### src/rtl/sargantana_icache_fill_ctrl.sv
// Instruction-cache array sequencer: grants fetch lookups, writes refill lines
// into a chosen victim way, and clears every valid bit on a flush.
module sargantana_icache_fill_ctrl #(
  parameter int ICACHE_N_WAY = 4,
  parameter int SET_WIDHT    = 256,
  parameter int TAG_WIDHT    = 20,
  parameter int ADDR_WIDHT   = 6
) (
  input  logic                    clk_i,
  input  logic                    rstn_i,
  input  logic                    lookup_req_i,
  input  logic [ADDR_WIDHT-1:0]   lookup_idx_i,
  output logic                    lookup_gnt_o,
  input  logic                    refill_valid_i,
  output logic                    refill_ready_o,
  input  logic [ADDR_WIDHT-1:0]   refill_idx_i,
  input  logic [TAG_WIDHT-1:0]    refill_tag_i,
  input  logic [SET_WIDHT-1:0]    refill_data_i,
  input  logic                    flush_i,
  output logic                    busy_o,
  output logic                    flush_done_o,
  output logic [ICACHE_N_WAY-1:0] tag_req_o,
  output logic [ICACHE_N_WAY-1:0] data_req_o,
  output logic                    tag_we_o,
  output logic                    data_we_o,
  output logic                    flush_en_o,
  output logic                    valid_bit_o,
  output logic [TAG_WIDHT-1:0]    tag_o,
  output logic [SET_WIDHT-1:0]    cline_o,
  output logic [ADDR_WIDHT-1:0]   addr_o,
  input  logic [ICACHE_N_WAY-1:0] vbit_i
);

  localparam int WAY_W = (ICACHE_N_WAY > 1) ? $clog2(ICACHE_N_WAY) : 1;

  typedef enum logic [1:0] {
    IDLE   = 2'd0,
    VREAD  = 2'd1,
    VWRITE = 2'd2,
    FLUSH  = 2'd3
  } state_t;

  state_t                state_q, state_d;
  logic [WAY_W-1:0]      rr_q, rr_d;
  logic [WAY_W-1:0]      victim_q, victim_d;
  logic [WAY_W-1:0]      free_way_s;
  logic                  free_found_s;
  logic [ADDR_WIDHT-1:0] cnt_q, cnt_d;
  logic [ADDR_WIDHT-1:0] idx_q, idx_d;
  logic [TAG_WIDHT-1:0]  tag_q, tag_d;
  logic [SET_WIDHT-1:0]  data_q, data_d;
  logic                  flush_pend_q, flush_pend_d;

  // Lowest-index way whose valid bit is clear.
  always_comb begin
    free_found_s = ~(&vbit_i);
    free_way_s   = {WAY_W{1'b0}};
    for (int i = ICACHE_N_WAY - 1; i >= 0; i--) begin
      free_way_s = (!vbit_i[i]) ? WAY_W'(i) : free_way_s;
    end
  end

  // Next-state and array-side outputs; all outputs forced low while in reset.
  always_comb begin
    state_d        = state_q;
    rr_d           = rr_q;
    victim_d       = victim_q;
    cnt_d          = cnt_q;
    idx_d          = idx_q;
    tag_d          = tag_q;
    data_d         = data_q;
    flush_pend_d   = flush_pend_q;
    lookup_gnt_o   = 1'b0;
    refill_ready_o = 1'b0;
    busy_o         = 1'b0;
    flush_done_o   = 1'b0;
    tag_req_o      = {ICACHE_N_WAY{1'b0}};
    data_req_o     = {ICACHE_N_WAY{1'b0}};
    tag_we_o       = 1'b0;
    data_we_o      = 1'b0;
    flush_en_o     = 1'b0;
    valid_bit_o    = 1'b0;
    tag_o          = {TAG_WIDHT{1'b0}};
    cline_o        = {SET_WIDHT{1'b0}};
    addr_o         = {ADDR_WIDHT{1'b0}};

    if (!rstn_i) begin
      state_d = IDLE;
    end else begin
      busy_o = (state_q != IDLE) || flush_pend_q;
      case (state_q)
        IDLE: begin
          if (flush_i || flush_pend_q) begin
            state_d      = FLUSH;
            cnt_d        = {ADDR_WIDHT{1'b0}};
            flush_pend_d = 1'b0;
          end else if (refill_valid_i) begin
            refill_ready_o = 1'b1;
            idx_d          = refill_idx_i;
            tag_d          = refill_tag_i;
            data_d         = refill_data_i;
            tag_req_o      = {ICACHE_N_WAY{1'b1}};
            addr_o         = refill_idx_i;
            state_d        = VREAD;
          end else if (lookup_req_i) begin
            lookup_gnt_o = 1'b1;
            tag_req_o    = {ICACHE_N_WAY{1'b1}};
            data_req_o   = {ICACHE_N_WAY{1'b1}};
            addr_o       = lookup_idx_i;
          end else begin
            state_d = IDLE;
          end
        end
        VREAD: begin
          // The round-robin pointer only advances when it actually picks the victim.
          if (free_found_s) begin
            victim_d = free_way_s;
          end else begin
            victim_d = rr_q;
            rr_d     = (rr_q == WAY_W'(ICACHE_N_WAY - 1)) ? {WAY_W{1'b0}} : rr_q + WAY_W'(1);
          end
          flush_pend_d = flush_pend_q | flush_i;
          state_d      = VWRITE;
        end
        VWRITE: begin
          tag_req_o    = ICACHE_N_WAY'(1) << victim_q;
          data_req_o   = ICACHE_N_WAY'(1) << victim_q;
          tag_we_o     = 1'b1;
          data_we_o    = 1'b1;
          valid_bit_o  = 1'b1;
          tag_o        = tag_q;
          cline_o      = data_q;
          addr_o       = idx_q;
          flush_pend_d = flush_pend_q | flush_i;
          state_d      = IDLE;
        end
        FLUSH: begin
          tag_req_o  = {ICACHE_N_WAY{1'b1}};
          tag_we_o   = 1'b1;
          flush_en_o = 1'b1;
          addr_o     = cnt_q;
          if (cnt_q == {ADDR_WIDHT{1'b1}}) begin
            flush_done_o = 1'b1;
            state_d      = IDLE;
          end else begin
            cnt_d = cnt_q + ADDR_WIDHT'(1);
          end
        end
        default: begin
          state_d = IDLE;
        end
      endcase
    end
  end

  // State and capture registers.
  always_ff @(posedge clk_i or negedge rstn_i) begin
    if (!rstn_i) begin
      state_q      <= IDLE;
      rr_q         <= {WAY_W{1'b0}};
      victim_q     <= {WAY_W{1'b0}};
      cnt_q        <= {ADDR_WIDHT{1'b0}};
      idx_q        <= {ADDR_WIDHT{1'b0}};
      tag_q        <= {TAG_WIDHT{1'b0}};
      data_q       <= {SET_WIDHT{1'b0}};
      flush_pend_q <= 1'b0;
    end else begin
      state_q      <= state_d;
      rr_q         <= rr_d;
      victim_q     <= victim_d;
      cnt_q        <= cnt_d;
      idx_q        <= idx_d;
      tag_q        <= tag_d;
      data_q       <= data_d;
      flush_pend_q <= flush_pend_d;
    end
  end

endmodule

### config.mk
export PLATFORM = sky130hd
export DESIGN_NAME = sargantana_icache_fill_ctrl
export DESIGN_NICKNAME = d
export VERILOG_FILES = /design/src/rtl/sargantana_icache_fill_ctrl.sv
export SDC_FILE = /design/constraint.sdc
export NUM_CORES = 1
export LEC_CHECK = 0
export ABC_AREA = 1
export BUFFER_PORTS_ARGS = -buffer_cell sky130_fd_sc_hd__buf_2
export CORE_AREA = 2 2 234 236
export DETAILED_ROUTE_END_ITERATION = 10
export DIE_AREA = 0 0 236 238
export RECOVER_POWER = 100
export SYNTH_ARGS = -nofsm -noshare
export SYNTH_HDL_FRONTEND = slang
export SYNTH_SLANG_ARGS = --single-unit
### constraint.sdc
create_clock -name clk_i -period 3.6 [get_ports clk_i]
set_input_delay 0.18 -clock clk_i [delete_from_list [all_inputs] [get_ports clk_i]]
set_output_delay 0.18 -clock clk_i [all_outputs]
set_load 0.05 [all_outputs]
==> results.md, run 1 <==
* Layout Area Growth over Synthesis at 50.0%
* Slowest cell delay on critical path at 0.55 ns
* Adder-cell share of the synthesized area at 0.814%
* Leakage Power at 0.00990 uW
* Synth cell types at 30
* Critical path class: flip-flop to primary output
* Layout cells sized above 1 at 15.8%
* Ports at 595
* Post-synth EDFFs at 0
* Chip height at 238 um
* Critical path cell sequence: inv_1, ha_1, nand2_4, buf_12, buf_12, nor2_1, clkbuf_1
* DP Area at 17,400 um2
* Final Hold Viols at 0
* Worst Path Max Fanout at 67
* Total track usage at 15.4%
* Clk slew on worst S/H paths at 0.06 ns
* Pin count of the biggest net entering global routing at 139
* Multiplexer share of the synthesized area at 0%
* Routability congestion estimate from global placement at 0.904
* Synthesis Warnings at 0
* Yosys top cell by area: dfrtp_1
* Max Clock Freq at 319 MHz
* Crit. Startpoint: state_q[0]
* Wirelength per Cell at 13.8 um
* Syn Inst Count at 1,684
* Post-CTS sizing at 0
* Min Tclk post-route at 3.13 ns
* Drc violations at 0
* Synthesized area at 13,800 um2
* DRT Wirelength at 45,100 um
* Clk sink count at 295
* Syn_nets at 1,990
* Clk root buf: clkbuf_16
* Power density over the cells at 713 nW/um2
* Final instance area at 20,800 um2
* DR iter-0 viols at 652
* Clock Path Buffers at 3
* Post-CTS Setup Inserts at 0
* Antenna violation net count after detailed routing at 0
* Commonest non-fill, non-tap cells in the layout: nand2_1, inv_1, clkbuf_1
* Cell mode on critical path: buf_12
* Vias in the first global route at 14.4k
* Worst skew pair latency at 0.53 ns
* Synthesized area per cell at 8.22 um2
* Worst setup margin at 0.467 ns
* Register area share after synthesis at 53.4%
* R2R Path Start: state_q[0]
* Setup-failing EPs final at 0
* Grt ovf at 0
* Crit path arrival time at 2.95 ns
* Hold Crit Class: input port to async pin
* Total die area at 56,200 um2
* Status: finished, violations left
* Worst-Margin Slew at 1.87 ns
* H-Tree Depth at 2
* Pre-CTS setup slack at 0.974 ns
* Fillers at 5,516
* Largest family of logic cells by synthesized area: simple AND/OR/NAND/NOR gates
* DR vias at 14.1k
* Post-synth ARST share at 100%
* Post-detail-place hpwl at 30,200 um
* Startpoint types: flip-flop
* Die width at 236 um
* Row count at 85
* Initial core utilization at 25.9%
* Worst Setup End Kind: primary output
* DR vias/cell at 4.31
* Nets at 2,841
* DRT Pass-1 Iters at 5
* Max Cap Viol at 2
* Post-synthesis compound-gate area fraction at 14.6%
* Final period util at 87.0%
* Synth Register Bits at 295
* Setup TNS Final at 0 ns
* Placeable Area at 53,500 um2
* RSZ-0062 raised after global routing: no
* Peak supply drop at 0.000373 V
* Clock Skew at 0.0204 ns
* Top_reg_cell synth: dfrtp_1
* Initial antenna violation count at 2
* Simple-gate share of the synthesized area at 17.9%
* CP max-delay cell: clkbuf_1
* Main area contributors after synthesis: dfrtp_1, nand2_1, inv_1
* Xor/xnor cell area share of the yosys netlist at 0.127%
* Hold buffers post-CTS at 289
* Post-synth top area share at 53.4%
* First-pass GRT wire length at 71,100 um
* Worst path required time at 3.42 ns
* Relative slew slack at -24.4%
* TritonCTS clock tree: built
* CTS buffer count at 37
* Fin. max-slew vios at 263
* IO buf count at 594
* Failing checks: max-capacitance violations, max-slew violations
* Most common cell after layout, fill and taps aside: nand2_1
metal layers:
layer | routed length [um] | vias to the layer above | part of all wire, % | global-route usage [%]
met5 | 0 | - | 0 | 0
met4 | 2260 | 0 | 5.0 | 8.55
met3 | 2730 | 152 | 6.1 | 3.29
met2 | 22500 | 545 | 50 | 26.8
met1 | 17600 | 6592 | 39 | 17.5
li1 | - | 6763 | - | -
synth_stat cells, types with 2 or more instances:
cell type	n
buf_2	17
inv_1	310
a31oi_1	4
nand2_2	12
nand3_1	20
nand4_1	2
buf_6	13
o21ai_0	191
ha_1	9
buf_12	6
dfrtp_1	295
clkbuf_1	46
o21ai_1	16
nor2_1	281
or2_2	2
a21oi_1	13
buf_1	4
buf_4	13
nand2_1	320
o21ai_2	100
state kept, by name, indices dropped and copies added, names as in the netlist:
signal,count
data_q,256
tag_q,20
cnt_q,6
idx_q,6
rr_q,2
state_q,2
victim_q,2
flush_pend_q,1
metrics by stage:
step                utilization, %  hold WS [ns]  std cells  power (uW)
floorplan                        -        -0.116       1684        9800
global placement              32.5         0.111       2903       11200
detailed placement            32.5         0.112       2903       11300
CTS                           40.2         0.118       3258       15500
global route                  38.8         0.146       3260       15800
finish                        38.8         0.134       3260       14800
report_power, final:
group	total [uW]	internal (uW)	switching, uW
Clock	3790	2370	1410
Sequential	5380	4920	466
Combinational	5640	1470	4170
cell families after synthesis:
| logic type | Yosys count |
|---|---|
| DFF | 295 |
| buffers and inverters | 411 |
| xor gates and xnor gates | 2 |
| AOI/OAI and AO/OA | 327 |
| adders and majority gates | 9 |
| and+or+nand+nor | 640 |
critical path, delay by kind of cell, from the launching register on:
kind | cells | cell delay [ns]
adders and majority gates | 1 | 0.27
buffers and inverters | 4 | 1.18
DFF | 1 | 0.44
and+or+nand+nor | 2 | 0.43
area by class of cell:
cell class,instances,area [um2],share of cell area [%]
flip-flops and latches,295,7380,35.6
repair buffers,912,5760,27.7
multi-input cells,978,4300,20.7
inverters,311,1170,5.66
clock buffers,59,1170,5.64
well taps,696,871,4.20
clock inverters,7,95.1,0.458
diodes,2,5.00,0.0241
path summary, 6_finish.rpt:
check / end / slack, ns / cells after the start
min in group clk_i: state_q[1] / 0.19 / 4
min: tag_q[12] / 0.13 / 2
max reg2reg: data_q[9] / 0.52 / 9
max in group asynchronous: data_q[143] / 1.28 / 3
min reg2reg: idx_q[0] / 0.50 / 2
max: cline_o[186] / 0.47 / 7
Power figures use the tool's default switching activity.
==> inputs of run 2 (changes only) <==
--- a/config.mk
+++ b/config.mk
@@ -7,10 +7,11 @@
 export LEC_CHECK = 0
 export ABC_AREA = 1
 export BUFFER_PORTS_ARGS = -buffer_cell sky130_fd_sc_hd__buf_2
-export CORE_AREA = 2 2 234 236
+export CORE_AREA = 2 2 232 234
 export DETAILED_ROUTE_END_ITERATION = 10
-export DIE_AREA = 0 0 236 238
+export DIE_AREA = 0 0 234 236
 export RECOVER_POWER = 100
 export SYNTH_ARGS = -nofsm -noshare
 export SYNTH_HDL_FRONTEND = slang
 export SYNTH_SLANG_ARGS = --single-unit
+export TNS_END_PERCENT = 30
==> run 2 against run 1 <==
The flow still finishes with violations (max-capacitance violations, max-slew violations). Combinational power is essentially flat. Final cell count shrank 0.34%. Non-clock buffer count fell by 2. Sequential power is essentially flat. Clock skew is 0.0099 ns lower. Flip-flop and latch count unchanged. Routed wire length fell by 0.11%. Register-to-register slack got worse by 0.03 ns. Die area decreased by 1.7%. Worst hold slack worse by 0.076 ns.
==> results.md, run 2 (same netlist as run 1, synthesis figures left out) <==
* Initial core utilization at 26.1% (+0.21 points)
* Worst path top cell family by delay: buffers and inverters
* Total die area at 55,200 um2 (-1.7%)
* Fin. max-slew vios at 222 (-16%)
* Ports at 595 (unchanged)
* Antenna Cells at 0 (-2)
* DR vias/cell at 4.32 (+0.30%)
* DRT Wirelength at 45,100 um (-0.11%)
* Antenna violation net count after detailed routing at 0 (unchanged)
* IO buf count at 594 (unchanged)
* Final Hold Viols at 0 (unchanged)
* Clk sink count at 295 (unchanged)
* Post-detail-place hpwl at 29,800 um (-1.3%)
* Status: finished, violations left
* Peak supply drop at 0.000391 V (+4.9%)
* Layout Area Growth over Synthesis at 49.0%
* H-Tree Depth at 2 (unchanged)
* Vias in the first global route at 14.2k (-1.4%)
* Row count at 85 (unchanged)
* DR iter-0 viols at 730 (+12%)
* Worst path required time at 3.42 ns (about the same)
* Max reg flops at 256 (unchanged)
* Post-CTS Setup Inserts at 0 (unchanged)
* Reg with most FFs: data_q
* Clk slew on worst S/H paths at 0.06 ns (about the same)
* Worst Setup End Kind: primary output
* Setup-failing EPs final at 0 (unchanged)
* Drc violations at 0 (unchanged)
* Critical path cell sequence: inv_1, ha_1, nand2_2, nor2_2, nand2_1, inv_8, clkbuf_2
* CTS buffer count at 36 (-2.7%)
* Pin count of the biggest net entering global routing at 145 (+4.3%)
* Clock Skew at 0.0105 ns (-0.00992 ns)
* DRT Pass-1 Iters at 5 (unchanged)
* Hold Crit Class: input port to flip-flop
* Top Registers: data_q (256), tag_q (20)
* Setup TNS Final at 0 ns (unchanged)
* Grt ovf at 0 (unchanged)
* RSZ-0062 raised after global routing: no
* Buf+Inv Stages, Crit Path at 3 (-1)
* Power density over the cells at 705 nW/um2 (-1.2%)
* Clock Path Buffers at 3 (unchanged)
* Pre-CTS setup slack at 0.981 ns (+0.00666 ns)
* Worst-Margin Slew at 2.08 ns (+0.211 ns)
* Total track usage at 15.6% (+0.25 points)
* Worst setup margin at 0.422 ns (-0.0455 ns)
* Startpoint types: flip-flop
* Slowest cell delay on critical path at 0.49 ns (-0.06 ns)
* Wirelength per Cell at 13.9 um (+0.23%)
* Routability congestion estimate from global placement at 0.933 (+3.2%)
* Critical path class: flip-flop to primary output
* CP max-delay cell: inv_8
* Final period util at 88.3% (+1.3 points)
* Layout cells sized above 1 at 15.5% (-0.30 points)
* Leakage Power at 0.00985 uW (-0.53%)
* TritonCTS clock tree: built
* Relative slew slack at -38.5% (-14 points)
* Most common cell after layout, fill and taps aside: nand2_1
* Commonest non-fill, non-tap cells in the layout: nand2_1, inv_1, clkbuf_1
* Failing checks: max-capacitance violations, max-slew violations
* DR vias at 14.0k (-0.043%)
* Max Clock Freq at 315 MHz (-1.4%)
* Nets at 2,838 (-0.11%)
* Min Tclk post-route at 3.18 ns (+0.0455 ns)
* Die width at 234 um (-0.85%)
* Worst Path Max Fanout at 83 (+24%)
* Initial antenna violation count at 0 (-2)
* Max Cap Viol at 3 (+1)
* Crit path arrival time at 3.00 ns (+0.05 ns)
* Worst skew pair latency at 0.52 ns (about the same)
* First-pass GRT wire length at 69,900 um (-1.7%)
* Placeable Area at 53,100 um2 (-0.80%)
* Clk root buf: clkbuf_16
* Chip height at 236 um (-0.84%)
[run 2: cell types whose count changed in the layout (fill, tap and decap cells not counted), moves of 2 or more]
| cell | before | now |
|---|---|---|
| diode_2 | 2 | 0 |
| nand2_1 | 325 | 327 |
| buf_12 | 6 | 8 |
| o21ai_0 | 292 | 294 |
| nand2_2 | 6 | 4 |
| clkinv_2 | 2 | 4 |
| buf_4 | 8 | 2 |
| buf_2 | 300 | 305 |
| clkbuf_8 | 12 | 6 |
| clkbuf_16 | 39 | 37 |
[run 2: layout make-up]
| class | instances | area [um2] |
|---|---|---|
| clock buffers | 51 | 1040 |
| clock inverters | 8 | 97.6 |
| fillers | 5497 | 32500 |
| inverters | 311 | 1170 |
| multi-input cells | 978 | 4300 |
| flip-flops and latches | 295 | 7380 |
| well taps | 696 | 871 |
| repair buffers | 910 | 5760 |
[run 2: per-stage QoR]
| stage | cell area, um2 | instances | hold slack, ns | power [uW] | utilization (%) |
|---|---|---|---|---|---|
| 2_1_floorplan | 13800 | 1684 | -0.116 | 9800 | - |
| 3_3_place_gp | 17400 | 2902 | 0.0782 | 11100 | 32.7 |
| 3_5_place_dp | 17400 | 2902 | 0.0828 | 11300 | 32.7 |
| 4_1_cts | 21400 | 3249 | 0.0119 | 15200 | 40.3 |
| 5_1_grt | 20600 | 3249 | 0.0735 | 15500 | 38.8 |
| 6_report | 20600 | 3249 | 0.0573 | 14500 | 38.8 |
[run 2: final timing paths]
kind                                  from             end  slack [ns]  cells past startpoint
worst max-delay path            state_q[0]  refill_ready_o        0.42                      7
worst min-delay path             vbit_i[1]         rr_q[1]        0.06                      5
worst max register to register  state_q[0]     data_q[175]        0.49                      9
worst min register to register    idx_q[5]        idx_q[5]        0.50                      2
max in group asynchronous           rstn_i      data_q[71]        1.07                      3
min in group asynchronous           rstn_i     data_q[202]        0.11                      2
[run 2: routing by layer]
metal  vias to the layer above  share of wire (%)  GRT usage (%)
met5                         -                  0              0
met4                         0                4.5           7.65
met3                       154                6.6           3.38
met2                       569                 50           27.5
met1                      6571                 39           17.6
li1                       6752                  -              -
[run 2: worst register-to-register path: stages (launching register included)]
cell      delay, ns
dfrtp_1        0.44
inv_1          0.14
ha_1           0.41
nand2_2        0.14
nor2_2         0.09
nand2_1        0.28
inv_8          0.49
clkbuf_1       0.74
nand2_1        0.16
o21ai_0        0.13
[run 2: what timing repair did]
item,4_1_cts,5_1_grt
hold buffers,288,0
resized for setup,0,0
endpoints found under the hold margin,338,0
[run 2: power by group]
group | internal (uW) | total (uW) | switching (uW)
registers | 4910 | 5370 | 460
clock network | 2140 | 3530 | 1390
logic | 1450 | 5630 | 4170
==> inputs of run 3 (changes only) <==
--- a/config.mk
+++ b/config.mk
@@ -10,7 +10,6 @@
 export CORE_AREA = 2 2 232 234
 export DETAILED_ROUTE_END_ITERATION = 10
 export DIE_AREA = 0 0 234 236
-export RECOVER_POWER = 100
 export SYNTH_ARGS = -nofsm -noshare
 export SYNTH_HDL_FRONTEND = slang
 export SYNTH_SLANG_ARGS = --single-unit
==> constraint.sdc (replaced) <==
create_clock -name clk_i -period 3.6 [get_ports clk_i]
set_input_delay 0.36 -clock clk_i [delete_from_list [all_inputs] [get_ports clk_i]]
set_output_delay 0.36 -clock clk_i [all_outputs]
set_load 0.05 [all_outputs]
==> run 3 against run 2 <==
The flow now finishes without violations. Combinational power up 4.4%. Via count down 11%. Clock skew up 0.0052 ns. Cell area down 9.2%. Global-route usage down 1.6 points. Die area unchanged. Count of clock-buffer cells in the layout up 2. Flip-flop and latch count unchanged. Critical path type unchanged. Highest routed layer unchanged.
==> results.md, run 3 (same netlist as run 1, synthesis figures left out) <==
* Status: completed
* # placed instances at 2,907 (+0.17%)
* Critical path class: flip-flop to primary output
* Layout cells sized above 1 at 35.0% (+20 points)
* Clock Power Share at 24.9% (+0.6 points)
* DR iter-0 viols at 670 (-8.2%)
* Setup-failing EPs final at 0 (unchanged)
* Grt ovf at 0 (unchanged)
* Fin. max-slew vios at 0 (-100%)
* Clk sink count at 295 (unchanged)
* CTS buffer count at 35 (-2.8%)
* Layout Area Growth over Synthesis at 35.4%
* Worst Setup End Kind: primary output
* Startpoint types: flip-flop
* Antenna violation net count after detailed routing at 0 (unchanged)
* Clk root buf: clkbuf_16
* Wirelength per Cell at 13.5 um (-2.9%)
* Drc violations at 0 (unchanged)
* Peak supply drop at 0.000366 V (-6.4%)
* Nets at 2,563 (-9.7%)
* Clock Path Buffers at 3 (unchanged)
* Post-detail-place hpwl at 30,000 um (+0.73%)
* Max reg flops at 256 (unchanged)
* Pin count of the biggest net entering global routing at 157 (+8.3%)
* Final period util at 86.0% (-2.3 points)
* Register area at 7380 um2 (unchanged)
* H-Tree Depth at 2 (unchanged)
* Finished Layout Cells at 2,978 (-8.3%)
* IO buf count at 594 (unchanged)
* Max Cap Viol at 0 (-3)
* Initial antenna violation count at 2 (+2)
* DR vias/cell at 4.19 (-3.0%)
* Row count at 85 (unchanged)
* Min Tclk post-route at 3.10 ns (-0.0830 ns)
* TritonCTS clock tree: built
* Flop pwr share at 35.8% (-1.2 points)
* Multi-input gate area at 4640 um2 (+8.1%)
* RSZ-0062 raised after global routing: no
* Reg with most FFs: data_q
* Worst Path Max Fanout at 70 (-16%)
* Leakage Power at 0.0102 uW (+3.4%)
* Die width at 234 um (unchanged)
* Final Hold Viols at 0 (unchanged)
* Relative slew slack at 40.2% (+79 points)
* Initial core utilization at 26.1% (unchanged)
* Vias in the first global route at 12.2k (-14%)
* Clock Skew at 0.0156 ns (+0.00516 ns)
* Hold Crit Class: input port to flip-flop
* Routability congestion estimate from global placement at 0.895 (-4.1%)
* Setup TNS Final at 0 ns (unchanged)
* Worst path required time at 3.24 ns (-0.18 ns)
* Post-CTS Setup Inserts at 0 (unchanged)
* First-pass GRT wire length at 62,800 um (-10%)
* Power density over the cells at 799 nW/um2 (+13%)
* Total die area at 55,200 um2 (unchanged)
* Total track usage at 14.0% (-1.6 points)
* Chip height at 236 um (unchanged)
* Total Power at 15,000 uW (+3.0%)
* Placeable Area at 53,100 um2 (unchanged)
* DRT Pass-1 Iters at 5 (unchanged)
* Commonest non-fill, non-tap cells in the layout: buf_2, nand2_1, inv_1
* DR vias at 12.5k (-11%)
* P_sw at 6050 uW (+0.47%)
* FF-to-FF setup slack at 0.90 ns (+0.41 ns)
* Max Clock Freq at 323 MHz (+2.7%)
* Sw Share at 40.4% (-1.0 points)
* Power Internal at 8920 uW (+4.8%)
* Top Registers: data_q (256), tag_q (20)
* DRT Wirelength at 40,100 um (-11%)
* Post-CTS sizing at 0 (unchanged)
* Worst skew pair latency at 0.52 ns (about the same)
* Worst-Margin Slew at 0.896 ns (-1.18 ns)
* Logic pwr share at 39.3% (+0.6 points)
* Most common cell after layout, fill and taps aside: buf_2
* Ports at 595 (unchanged)
* Crit path arrival time at 2.74 ns (-0.26 ns)
* Fillers at 5,624 (+2.3%)
* Clk slew on worst S/H paths at 0.06 ns (about the same)
-- run 3: cell count changes in the layout (fill, tap and decap cells not counted), moves of 22 or more --
cell,change
buf_4,+22
o21ai_2,+87
buf_2,+288
dlygate4sd3_1,-279
clkbuf_1,-303
o21ai_0,-103
-- run 3: cell type report --
cell class,instances,area share [%]
Sequential cell,295,39.4
Multi-Input combinational cell,978,24.8
Timing Repair Buffer,636,18.3
Inverter,311,6.27
Clock buffer,53,5.80
Tap cell,696,4.65
Clock inverter,7,0.721
Antenna cell,2,0.0267
-- run 3: power by group through the flow --
stage          Sequential [uW]  Combinational (uW)  Clock [uW]
5_1_grt                   5530                6510        3990
2_1_floorplan             5290                4510           0
4_1_cts                   5380                5960        3860
3_5_place_dp              5420                5920           0
6_report                  5360                5880        3720
3_3_place_gp              5380                5790           0
-- run 3: repair_timing --
item | in CTS | in global routing
hold buffers | 9 | 0
endpoints found under the setup margin | 0 | 0
endpoints found under the hold margin | 16 | 0
-- run 3: stage by stage --
| step | util (%) | hold slack [ns] | setup slack (ns) | instance area [um2] |
|---|---|---|---|---|
| 6_report | 35.3 | 0.0415 | 0.505 | 18700 |
| 5_1_grt | 35.3 | 0.0178 | 0.275 | 18700 |
| 4_1_cts | 35.3 | 0.0000213 | 0.408 | 18700 |
| 3_5_place_dp | 32.8 | 0.195 | 0.891 | 17400 |
| 3_3_place_gp | 32.8 | 0.194 | 1.02 | 17400 |
| 2_1_floorplan | - | 0.0644 | 1.00 | 13800 |
-- run 3: critical path: stages, from the launching register on --
cell	delay, ns
dfrtp_1	0.44
inv_1	0.14
ha_1	0.41
nand2_2	0.14
nor2_2	0.11
nand2_2	0.18
inv_8	0.40
buf_2	0.39
-- run 3: path summary, 6_finish.rpt --
kind | cells after the start | to | startpoint
max | 7 | refill_ready_o | state_q[0]
min | 3 | data_q[186] | refill_data_i[186]
max reg2reg | 8 | data_q[157] | state_q[0]
min reg2reg | 2 | idx_q[3] | idx_q[3]
max in group asynchronous | 4 | data_q[137] | rstn_i
min in group asynchronous | 2 | cnt_q[0] | rstn_i
-- run 3: metal layers --
| layer | wire [um] | track usage, % | part of all wire, % | vias up |
|---|---|---|---|---|
| met2 | 19500 | 23.3 | 49 | 445 |
| met5 | 0 | 0 | 0 | - |
| li1 | - | - | - | 6202 |
| met1 | 16600 | 17.5 | 41 | 5754 |
| met4 | 1340 | 5.85 | 3.3 | 0 |
| met3 | 2660 | 3.05 | 6.6 | 83 |
